## config.mk

```make
export PLATFORM = sky130hd
export DESIGN_NAME = display_scan_driver
export DESIGN_NICKNAME = d
export VERILOG_FILES = /design/src/rtl/display_pkg.sv /design/src/rtl/scan_prescaler.sv /design/src/rtl/display_scan_driver.sv
export SDC_FILE = /design/constraint.sdc
export NUM_CORES = 1
export LEC_CHECK = 0
export ABC_AREA = 1
export BUFFER_PORTS_ARGS = -buffer_cell sky130_fd_sc_hd__buf_2
export CORE_ASPECT_RATIO = 0.6
export CORE_UTILIZATION = 25
export DETAILED_ROUTE_END_ITERATION = 8
export HOLD_SLACK_MARGIN = 0.02
export MAX_ROUTING_LAYER = met4
export SLEW_MARGIN = 10
export SYNTH_ARGS = -nofsm -noshare
export SYNTH_HDL_FRONTEND = slang
export SYNTH_HIERARCHICAL = 1
export SYNTH_SLANG_ARGS = --single-unit
```

## constraint.sdc

```tcl
create_clock -name i_CLK -period 5.4 [get_ports i_CLK]
set_clock_uncertainty 0.1 [all_clocks]
set_input_delay 0.54 -clock i_CLK [delete_from_list [all_inputs] [get_ports i_CLK]]
set_output_delay 0.54 -clock i_CLK [all_outputs]
set_load 0.05 [all_outputs]
```

## src/rtl/display_pkg.sv

```systemverilog
// Shared types and helpers for the multiplexed 7-segment display scanner.
package display_pkg;

    // A digit is either lit (SHOW) or in the all-anodes-off guard band (GAP).
    typedef enum logic {
        SHOW = 1'b0,
        GAP  = 1'b1
    } scan_state_t;

    // Larger of two phase lengths; the shared counter must cover both.
    function automatic int max_of(input int a, input int b);
        return (a > b) ? a : b;
    endfunction

    // Width of the phase counter; never less than one bit.
    function automatic int count_width(input int prescale, input int guard);
        int longest;
        longest = max_of(prescale, guard);
        return (longest > 1) ? $clog2(longest) : 1;
    endfunction

    // Electrical level of one anode line given whether its digit is selected.
    // Applied bit by bit across the one-hot digit select to form the anode bus.
    function automatic logic anode_level(input logic selected, input logic active_low);
        return selected ^ active_low;
    endfunction

endpackage

```

## src/rtl/scan_prescaler.sv

```systemverilog
// Loadable down-counter timing one scan phase; done is high while the count is zero.
module scan_prescaler
    import display_pkg::*;
#(
    parameter int WIDTH = 16
) (
    input  logic             clk,
    input  logic             rst,
    input  logic             load,
    input  logic [WIDTH-1:0] load_value,
    output logic             done
);

    logic [WIDTH-1:0] count;

    // Reload at the start of each phase, otherwise count down and park at zero.
    always_ff @(posedge clk or posedge rst) begin
        if (rst) begin
            count <= '0;
        end else if (load) begin
            count <= load_value;
        end else if (count != '0) begin
            count <= count - 1'b1;
        end
    end

    assign done = (count == '0);

endmodule

```

## src/rtl/display_scan_driver.sv

```systemverilog
// Time-multiplexed scanner for a common-anode multi-digit 7-segment display.
// Outputs are registered from the next scan position, so every output change
// lines up with the clock edge on which the scan position changes.
module display_scan_driver
    import display_pkg::*;
#(
    parameter int DIGITS        = 4,
    parameter int PRESCALE      = 50000,
    parameter int GUARD         = 500,
    parameter bit AN_ACTIVE_LOW = 1'b1
) (
    input  logic                  i_CLK,
    input  logic                  i_RST,
    input  logic [4*DIGITS-1:0]   i_VALUE,
    input  logic                  i_LOAD,
    input  logic [DIGITS-1:0]     i_DP,
    input  logic                  i_LZB,
    output logic [3:0]            o_HALFBYTE,
    output logic [DIGITS-1:0]     o_AN,
    output logic                  o_DP,
    output logic                  o_BLANK
);

    localparam int IDX_W = $clog2(DIGITS);
    localparam int VAL_W = 4 * DIGITS;
    localparam int CNT_W = count_width(PRESCALE, GUARD);
    localparam logic [DIGITS-1:0] AN_OFF = {DIGITS{AN_ACTIVE_LOW}};

    scan_state_t        state, next_state;
    logic [IDX_W-1:0]   index, next_index;
    logic [VAL_W-1:0]   shadow_value, active_value, next_value;
    logic [DIGITS-1:0]  shadow_dp, active_dp, next_dp;
    logic               lead_in, show_done, gap_done, frame_start;
    logic               timer_done, timer_load;
    logic [CNT_W-1:0]   timer_value;
    logic [DIGITS-1:0]  upper_zero;
    logic [DIGITS-1:0]  next_an;
    logic [3:0]         next_nibble;
    logic               next_dp_bit, next_blank;

    // Phase timer shared by the SHOW and GAP phases.
    scan_prescaler #(
        .WIDTH(CNT_W)
    ) u_prescaler (
        .clk       (i_CLK),
        .rst       (i_RST),
        .load      (timer_load),
        .load_value(timer_value),
        .done      (timer_done)
    );

    // Next scan position and frame-boundary value swap. The first edge after
    // reset (SHOW with anodes still dark) starts digit 0 and counts as a frame start.
    always_comb begin
        lead_in     = (state == SHOW) && (o_AN == AN_OFF);
        show_done   = (state == SHOW) && !lead_in && timer_done;
        gap_done    = (state == GAP) && timer_done;
        frame_start = lead_in || (gap_done && (index == IDX_W'(DIGITS - 1)));
        next_state  = state;
        next_index  = index;
        timer_load  = 1'b0;
        timer_value = CNT_W'(PRESCALE - 1);
        if (lead_in) begin
            timer_load = 1'b1;
        end else if (show_done) begin
            next_state  = GAP;
            timer_load  = 1'b1;
            timer_value = CNT_W'(GUARD - 1);
        end else if (gap_done) begin
            next_state = SHOW;
            timer_load = 1'b1;
            next_index = frame_start ? '0 : index + 1'b1;
        end
        next_value = active_value;
        next_dp    = active_dp;
        if (frame_start) begin
            next_value = i_LOAD ? i_VALUE : shadow_value;
            next_dp    = i_LOAD ? i_DP : shadow_dp;
        end
    end

    // Per-digit view of the value about to be displayed, including leading-zero blanking.
    always_comb begin
        for (int k = 0; k < DIGITS; k++) begin
            upper_zero[k] = 1'b1;
            for (int j = k; j < DIGITS; j++) begin
                if (next_value[4*j +: 4] != 4'h0) begin
                    upper_zero[k] = 1'b0;
                end
            end
        end
        next_nibble = 4'h0;
        next_dp_bit = 1'b0;
        next_blank  = 1'b0;
        for (int k = 0; k < DIGITS; k++) begin
            next_an[k] = anode_level(next_index == IDX_W'(k), AN_ACTIVE_LOW);
            if (next_index == IDX_W'(k)) begin
                next_nibble = next_value[4*k +: 4];
                next_dp_bit = next_dp[k];
                next_blank  = i_LZB && (k != 0) && upper_zero[k];
            end
        end
    end

    // Scan state plus shadow/active value registers; the last load before a frame start wins.
    always_ff @(posedge i_CLK or posedge i_RST) begin
        if (i_RST) begin
            state        <= SHOW;
            index        <= '0;
            shadow_value <= '0;
            shadow_dp    <= '0;
            active_value <= '0;
            active_dp    <= '0;
        end else begin
            state        <= next_state;
            index        <= next_index;
            active_value <= next_value;
            active_dp    <= next_dp;
            if (i_LOAD) begin
                shadow_value <= i_VALUE;
                shadow_dp    <= i_DP;
            end
        end
    end

    // Registered display outputs; the nibble holds through the guard band.
    always_ff @(posedge i_CLK or posedge i_RST) begin
        if (i_RST) begin
            o_AN       <= AN_OFF;
            o_HALFBYTE <= 4'h0;
            o_DP       <= 1'b0;
            o_BLANK    <= 1'b1;
        end else if (next_state == SHOW) begin
            o_AN       <= next_an;
            o_HALFBYTE <= next_nibble;
            o_DP       <= next_dp_bit;
            o_BLANK    <= next_blank;
        end else begin
            o_AN       <= AN_OFF;
            o_DP       <= 1'b0;
            o_BLANK    <= 1'b1;
        end
    end

endmodule

```

==> summary.md, run 1 <==
| Metric | Value |
|---|---|
| Status | finished clean |
| Post-synth EDFFs | 0 |
| Slew @ Worst Pin | a little under 0.7 ns |
| Clk Latency, worst-skew pair | 0.33 ns |
| Main combinational cell family by area after synthesis | simple AND/OR/NAND/NOR gates |
| Peak VDD IR | between 0.1 and 0.15 mV |
| Ys flop type | dfrtp_1 |
| Max-slew violations | 0 |
| Initial antenna violation count | 0 |
| GRT Total Usage | 0.1207 |
| Slew margin rel. | 0.5502 |
| TNS Setup | 0 ns |
| Root buf cell | clkbuf_16 |
| Max Root-Sink Buffers | 2 |
| Hold buffer count at CTS | 0 |
| Startpoint types | flop |
| Area of placed instances | about 4000 um2 |
| Syn_area_per_cell | between 8 and 9 um2 |
| Compound-Gate Fraction of Synth Area | 0.06877 |
| Fill cells | about 1500 |
| Sequential share of power | 0.459 |
| Share of power burned in the clock network | 0.504 |
| Sequential area share after synthesis | 0.4692 |
| Post-DRT Antenna Nets | 0 |
| Simple logic cell fraction of the synthesized area | 0.3364 |
| DR WL/cell | roughly 12 um |
| Initial DRC count | around 150 |
| Synthesized cell area | approximately 3700 um2 |
| Internal power | 0.9039 mW |
| Synth Area in XOR/XNOR | 0.01186 |
| Register area | between 1500 and 2000 um2 |
| Util after Layout | 0.3081 |
| First-pass GRT wire length | about 14000 um |
| Diode count | 0 |
| Worst Path Arrival | 3.33 ns |
| # Max-Cap Violations | 0 |
| Post-CTS setup buffer count | 0 |
| Area of the core | 14040 um2 |
| Logic pwr share | 0.037 |
| Final Hold Vio Count | 0 |
| Initial Utilization | 0.2631 |
| H-tree Lvls | 3 |
| Post-Place Cells | ~670 |
| P_sw | roughly 0.26 mW |
| DIE WIDTH | 158.9 um |
| WL final | between 8000 and 9000 um |
| Pwr dens | between 200 and 300 nW/um2 |
| Async SR Flop Fraction | 1.000 |
| Multiplexer share of the synthesized area | 0.01321 |
| CP required | approximately 5.5 ns |
| Worst-path clk slew | about 0.060 ns |
| F_max | 0.3114 GHz |
| DRC errors left | 0 |
| Row cnt | 33 |
| Count of input and output buffers | 33 |
| Finished Layout Cells | 681 |
| Layout area overhead | 17.11% |
| Kind of critical path | reg2reg |
| Worst setup EP type | flop |
| RSZ-0062 raised after global routing | no |
| DR vias/cell | between 4 and 5 |
| Vias in the first global route | between 2000 and 3000 |
| Worst Path Max Fanout | 20 |
| CTS buffer count | 9 |
| Most common cell after layout, fill and taps aside | nand2_1 |
| Post-synthesis adder-cell area fraction | 0.006775 |
| Share of cells above drive strength 1 | 0.2372 |
| Via count | 2792 |
| PostCTS Resize Cnt | 0 |
| Sw frac | 0.2241 |
| Most frequent cells in the layout | 135 x nand2_1, 64 x dfrtp_1, 59 x inv_1, 33 x buf_2, 29 x nand3_1 |
| Io pins | 34 |
| Hold WC Path Type | in2async |
| Drt first pass iters | 5 |
| Multi-input logic area | between 1500 and 2000 um2 |
| Unique masters post-synth | 39 |
| DPL Wire Length | around 6300 um |
| Largest net degree at the start of global routing | 54 |
| Setup Viol. Count Final | 0 |
| Final min period | roughly 3.2 ns |
| NumNets Final | 510 |
| Gate Count Post-Synth | 444 |
| Seq cells post-synth | a little under 70 |
| CTS tree | done |
| Leak pwr | ~2.1 nW |
| Die footprint | 15280 um2 |
| Gr ovfl total | 0 |
| GP Congestion | about 0.9 |
| Cell area after layout | 4325 um2 |
| Chip Height | 96.15 um |
| Fin crit share | 0.5947 |
| Clk sinks | slightly below 70 |
| Ys Warns | 6 |
state kept, by name (all words and copies together), names as in the netlist, 2 cells and up:
| register | count |
|---|---|
| active_value | 16 |
| shadow_dp | 4 |
| u_prescaler/count | 16 |
| active_dp | 4 |
| o_AN | 4 |
| shadow_value | 16 |
| index | 2 |
| o_HALFBYTE | 4 |
final cells by class:
| cell class | count | area share |
|---|---|---|
| Inverter | 62 | 0.05438 |
| Sequential cell | 69 | 0.4006 |
| Timing Repair Buffer | 34 | 0.03992 |
| Multi-Input combinational cell | 308 | 0.3801 |
| Clock buffer | 9 | 0.05207 |
| Clock inverter | 7 | 0.01736 |
| Tap cell | 192 | 0.05554 |
synthesized netlist by cell type (2+ instances only):
library cell  count  share of area
nand3_1          29          0.039
a21oi_1           4         0.0054
nand4_1           2         0.0034
dfrtp_1          64           0.43
nor2_8            2          0.011
nand3_2           4          0.011
conb_1            2         0.0020
nor2_4            5          0.015
a21oi_2           3         0.0071
inv_1            60          0.061
o21ai_0          22          0.030
o21ai_1           6         0.0081
or2_2             3         0.0051
nand3b_1          3         0.0061
nand2_1         135           0.14
nand2_2          17          0.029
xor2_1            3         0.0071
nand2_4           4          0.012
xnor2_1           2         0.0047
nor2_2           10          0.017
dfstp_2           5          0.036
a22oi_1           2         0.0041
buf_2             4         0.0054
o21bai_1          4         0.0081
buf_6             5          0.015
nand3_4           3          0.014
mux2_2            3         0.0091
ha_1              2         0.0068
nor2_1           26          0.026
critical path, cell delays in order (launching register included):
cell	delay, ns
dfrtp_1	0.37
inv_1	0.13
ha_1	0.28
nand3_4	0.13
nor2_8	0.14
nand3_4	0.12
inv_1	0.15
nand2_1	0.20
nand3_1	0.54
inv_1	0.43
or2_2	0.39
nand2_1	0.07
nor2_1	0.04
metrics by stage:
stage          power, mW  hold WS [ns]  worst slack [ns]
6_report           1.165        0.2142             2.189
5_1_grt            1.217        0.2742             1.885
4_1_cts            1.187        0.2271             2.230
3_5_place_dp      0.5882        0.3629             2.242
3_3_place_gp      0.5866        0.3702             2.412
2_1_floorplan     0.5724        0.3465             3.062
worst paths after layout:
path / slack [ns] / end / cells past startpoint / from
worst max-delay path: 2.19 / u_prescaler/count[9] / 12 / u_prescaler/count[0]
worst min-delay path: 0.21 / u_prescaler/count[2] / 2 / i_RST
worst min register to register: 0.38 / o_HALFBYTE[3] / 2 / o_HALFBYTE[3]
min in group i_CLK: 0.36 / shadow_dp[3] / 2 / i_DP[3]
max in group asynchronous: 4.46 / active_value[14] / 3 / i_RST
worst max register to register: 2.19 / u_prescaler/count[9] / 12 / u_prescaler/count[0]
metal layers:
metal	GRT usage	up-vias	wire, um
met2	0.1601	66	3217
met4	0.03926	0	33
met1	0.1693	1278	4549
met3	0.03921	2	459
met5	-	-	0
li1	-	1446	-
logic make-up (layout without fill, tap and decap cells):
| group | Yosys count | in the layout |
|---|---|---|
| and+or+nand+nor | 245 | 245 |
| buffers and inverters | 73 | 112 |
| DFF | 69 | 69 |
| AOI/OAI and AO/OA | 44 | 44 |
| xor gates and xnor gates | 5 | 5 |
| muxes | 4 | 4 |
| adders and majority gates | 2 | 2 |
| other | 2 | 8 |
power by group through the flow:
stage               Combinational (mW)  Clock (mW)  Sequential (mW)
CTS                             0.0452       0.608            0.534
global placement                0.0437           0            0.543
floorplan                       0.0301           0            0.542
global route                    0.0519       0.629            0.536
detailed placement              0.0448           0            0.543
finish                          0.0431       0.588            0.534
Note: power is estimated with default switching activity, not from simulation.
==> run 2: changes to the inputs <==
==> constraint.sdc (replaced) <==
create_clock -name i_CLK -period 2.85 [get_ports i_CLK]
set_clock_uncertainty 0.1 [all_clocks]
set_input_delay 0.285 -clock i_CLK [delete_from_list [all_inputs] [get_ports i_CLK]]
set_output_delay 0.285 -clock i_CLK [all_outputs]
set_load 0.05 [all_outputs]
==> run 2 against run 1 <==
Against the previous run:
- final cell count is 0.44% higher
- hold slack worse by 0.10 ns
- highest routed layer unchanged
- non-clock buffer count grew 3
- global-route usage barely moved
- first-iteration DRC count shrank 7.3%
- total power rose by 91%
- utilization up 0.29 points
==> summary.md, run 2 (synthesis gave the netlist of run 1 again) <==
| Metric | Value |
|---|---|
| Hold WC Path Type | in2reg (was in2async) |
| GP Congestion | 0.8768 (was 0.9132) |
| Worst setup EP type | flop (unchanged) |
| Pwr dens | 510.4 nW/um2 (was 269.3 nW/um2) |
| Worst-path clk slew | 0.05 ns (was 0.06 ns) |
| Setup Viol. Count Final | 0 (unchanged) |
| Root buf cell | clkbuf_16 (unchanged) |
| F_max | 0.3855 GHz (was 0.3114 GHz) |
| # Max-Cap Violations | 0 (unchanged) |
| Slew margin rel. | 0.5922 (was 0.5502) |
| Via count | 2828 (was 2792) |
| Row cnt | 33 (unchanged) |
| Most frequent cells in the layout | 135 x nand2_1, 64 x dfrtp_1, 59 x inv_1, 33 x buf_2, 29 x nand3_1 (unchanged) |
| Chip Height | 96.15 um (unchanged) |
| First-pass GRT wire length | 13810 um (was 13740 um) |
| Fill cells | 1507 (was 1513) |
| WL final | 8195 um (was 8260 um) |
| Area of placed instances | 4040 um2 (was 4025 um2) |
| Worst Path Max Fanout | 23 (was 20) |
| Io pins | 34 (unchanged) |
| H-tree Lvls | 3 (unchanged) |
| DR vias/cell | 4.135 (was 4.100) |
| Count of input and output buffers | 33 (unchanged) |
| Flop-to-flop setup slack | 0.26 ns (was 2.19 ns) |
| Top flop regs | active_value (16), shadow_value (16), u_prescaler/count (16) (unchanged) |
| Initial antenna violation count | 0 (unchanged) |
| RSZ-0062 raised after global routing | no (unchanged) |
| Peak VDD IR | 0.2873 mV (was 0.1235 mV) |
| Post-CTS setup buffer count | 0 (unchanged) |
| Worst Hold End | shadow_dp[3] |
| TNS Setup | 0 ns (unchanged) |
| Slew @ Worst Pin | 0.6110 ns (was 0.6728 ns) |
| Final Hold Vio Count | 0 (unchanged) |
| Most common cell after layout, fill and taps aside | nand2_1 (unchanged) |
| Share of cells above drive strength 1 | 0.2378 (was 0.2372) |
| Leak pwr | 2.144 nW (was 2.125 nW) |
| DRC errors left | 0 (unchanged) |
| Startpoint types | flop (unchanged) |
| Final min period | 2.594 ns (was 3.211 ns) |
| Reg2reg path depth | 16 (was 12) |
| DR WL/cell | 11.98 um (was 12.13 um) |
| CTS buffer count | 9 (unchanged) |
| CTS tree | done (unchanged) |
| Post-DRT Antenna Nets | 0 (unchanged) |
| Crit Reg-Reg Endpoint | o_BLANK (was u_prescaler/count[9]) |
| Largest net degree at the start of global routing | 38 (was 54) |
| CP required | 3.00 ns (was 5.52 ns) |
| Worst Path Arrival | 2.75 ns (was 3.33 ns) |
| Layout area overhead | 18.22% (was 17.11%) |
| Gr ovfl total | 0 (unchanged) |
| Cell area after layout | 4367 um2 (was 4325 um2) |
| Reg2reg start | u_prescaler/count[0] (unchanged) |
| Clk sinks | 69 (unchanged) |
| Status | finished clean (unchanged) |
| Kind of critical path | reg2reg (unchanged) |
| Max Root-Sink Buffers | 2 (unchanged) |
| HP Start | i_DP[3] |
| Hold path cells | 2 |
| Max-slew violations | 0 (unchanged) |
| Initial Utilization | 0.2631 (unchanged) |
| Initial DRC count | 140 (was 151) |
| NumNets Final | 513 (was 510) |
| Diode count | 0 (unchanged) |
| DPL Wire Length | 6213 um (was 6260 um) |
| Die footprint | 15280 um2 (unchanged) |
| Vias in the first global route | 2715 (was 2708) |
| Drt first pass iters | 5 (unchanged) |
| Fin crit share | 0.9102 (was 0.5947) |
| DIE WIDTH | 158.9 um (unchanged) |
| Clk Latency, worst-skew pair | 0.33 ns (about the same) |
| GRT Total Usage | 0.1203 (was 0.1207) |
| Area of the core | 14040 um2 (unchanged) |
## run 2: per-layer routing
layer	vias to the layer above	track usage	wire length, um
met3	6	0.03447	570
met4	0	0.03205	63
li1	1450	-	-
met1	1298	0.1770	4447
met5	-	-	0
met2	74	0.1553	3114
## run 2: where the power goes
part	internal, mW	leakage [nW]	switching, mW
clock	0.726	0.142	0.405
combinational	0.0292	1.23	0.0568
sequential	1.01	0.768	0.00603
total	1.76	2.14	0.468
## run 2: area by class of cell
cell class / instances / area (um2) / area share
Tap cell: 192 / 240.2 / 0.05501
Clock inverter: 3 / 45.04 / 0.01032
Timing Repair Buffer: 37 / 197.7 / 0.04527
Inverter: 62 / 235.2 / 0.05387
Clock buffer: 13 / 260.3 / 0.05960
Sequential cell: 69 / 1733 / 0.3968
Multi-Input combinational cell: 308 / 1655 / 0.3791
## run 2: timing repair
action                                  CTS  global route
hold buffers                              1             0
endpoints found under the setup margin    0             3
resized for setup                         0             2
hold endpoints to repair                 26             0
## run 2: critical path, cell delays in order (launching register included)
cell and delay (ns):
dfrtp_1 0.37, inv_1 0.13, ha_2 0.25, nand3_4 0.12
nor2_8 0.13, nand3_4 0.11, inv_1 0.15, nand2_2 0.11
inv_4 0.11, nand2_8 0.12, nand2_8 0.20, nand2_1 0.07
nand2_1 0.10, nand3_1 0.08, o21bai_1 0.17, nand2_1 0.08
nand2_1 0.10
## run 2: how the worst max path moves through the flow
stage,start,endpoint,slack (ns),cells past startpoint
2_1_floorplan,u_prescaler/count[0],o_DP,0.51,14
3_3_place_gp,u_prescaler/count[0],o_BLANK,0.25,17
3_5_place_dp,u_prescaler/count[0],o_BLANK,0.16,17
4_1_cts,u_prescaler/count[0],o_BLANK,0.14,17
5_1_grt,u_prescaler/count[0],o_BLANK,0.04,17
6_report,u_prescaler/count[0],o_BLANK,0.26,16
## run 2: stage by stage
stage / hold WS, ns / total power [mW] / cells / util / setup WS (ns)
4_1_cts: 0.1081 / 2.255 / 684 / 0.3103 / 0.1356
3_5_place_dp: 0.1865 / 1.117 / 667 / 0.2878 / 0.1551
5_1_grt: 0.1053 / 2.322 / 684 / 0.3111 / 0.04030
6_report: 0.1098 / 2.229 / 684 / 0.3111 / 0.2560
3_3_place_gp: 0.1733 / 1.115 / 667 / 0.2878 / 0.2459
2_1_floorplan: 0.09874 / 1.085 / 450 / - / 0.5124
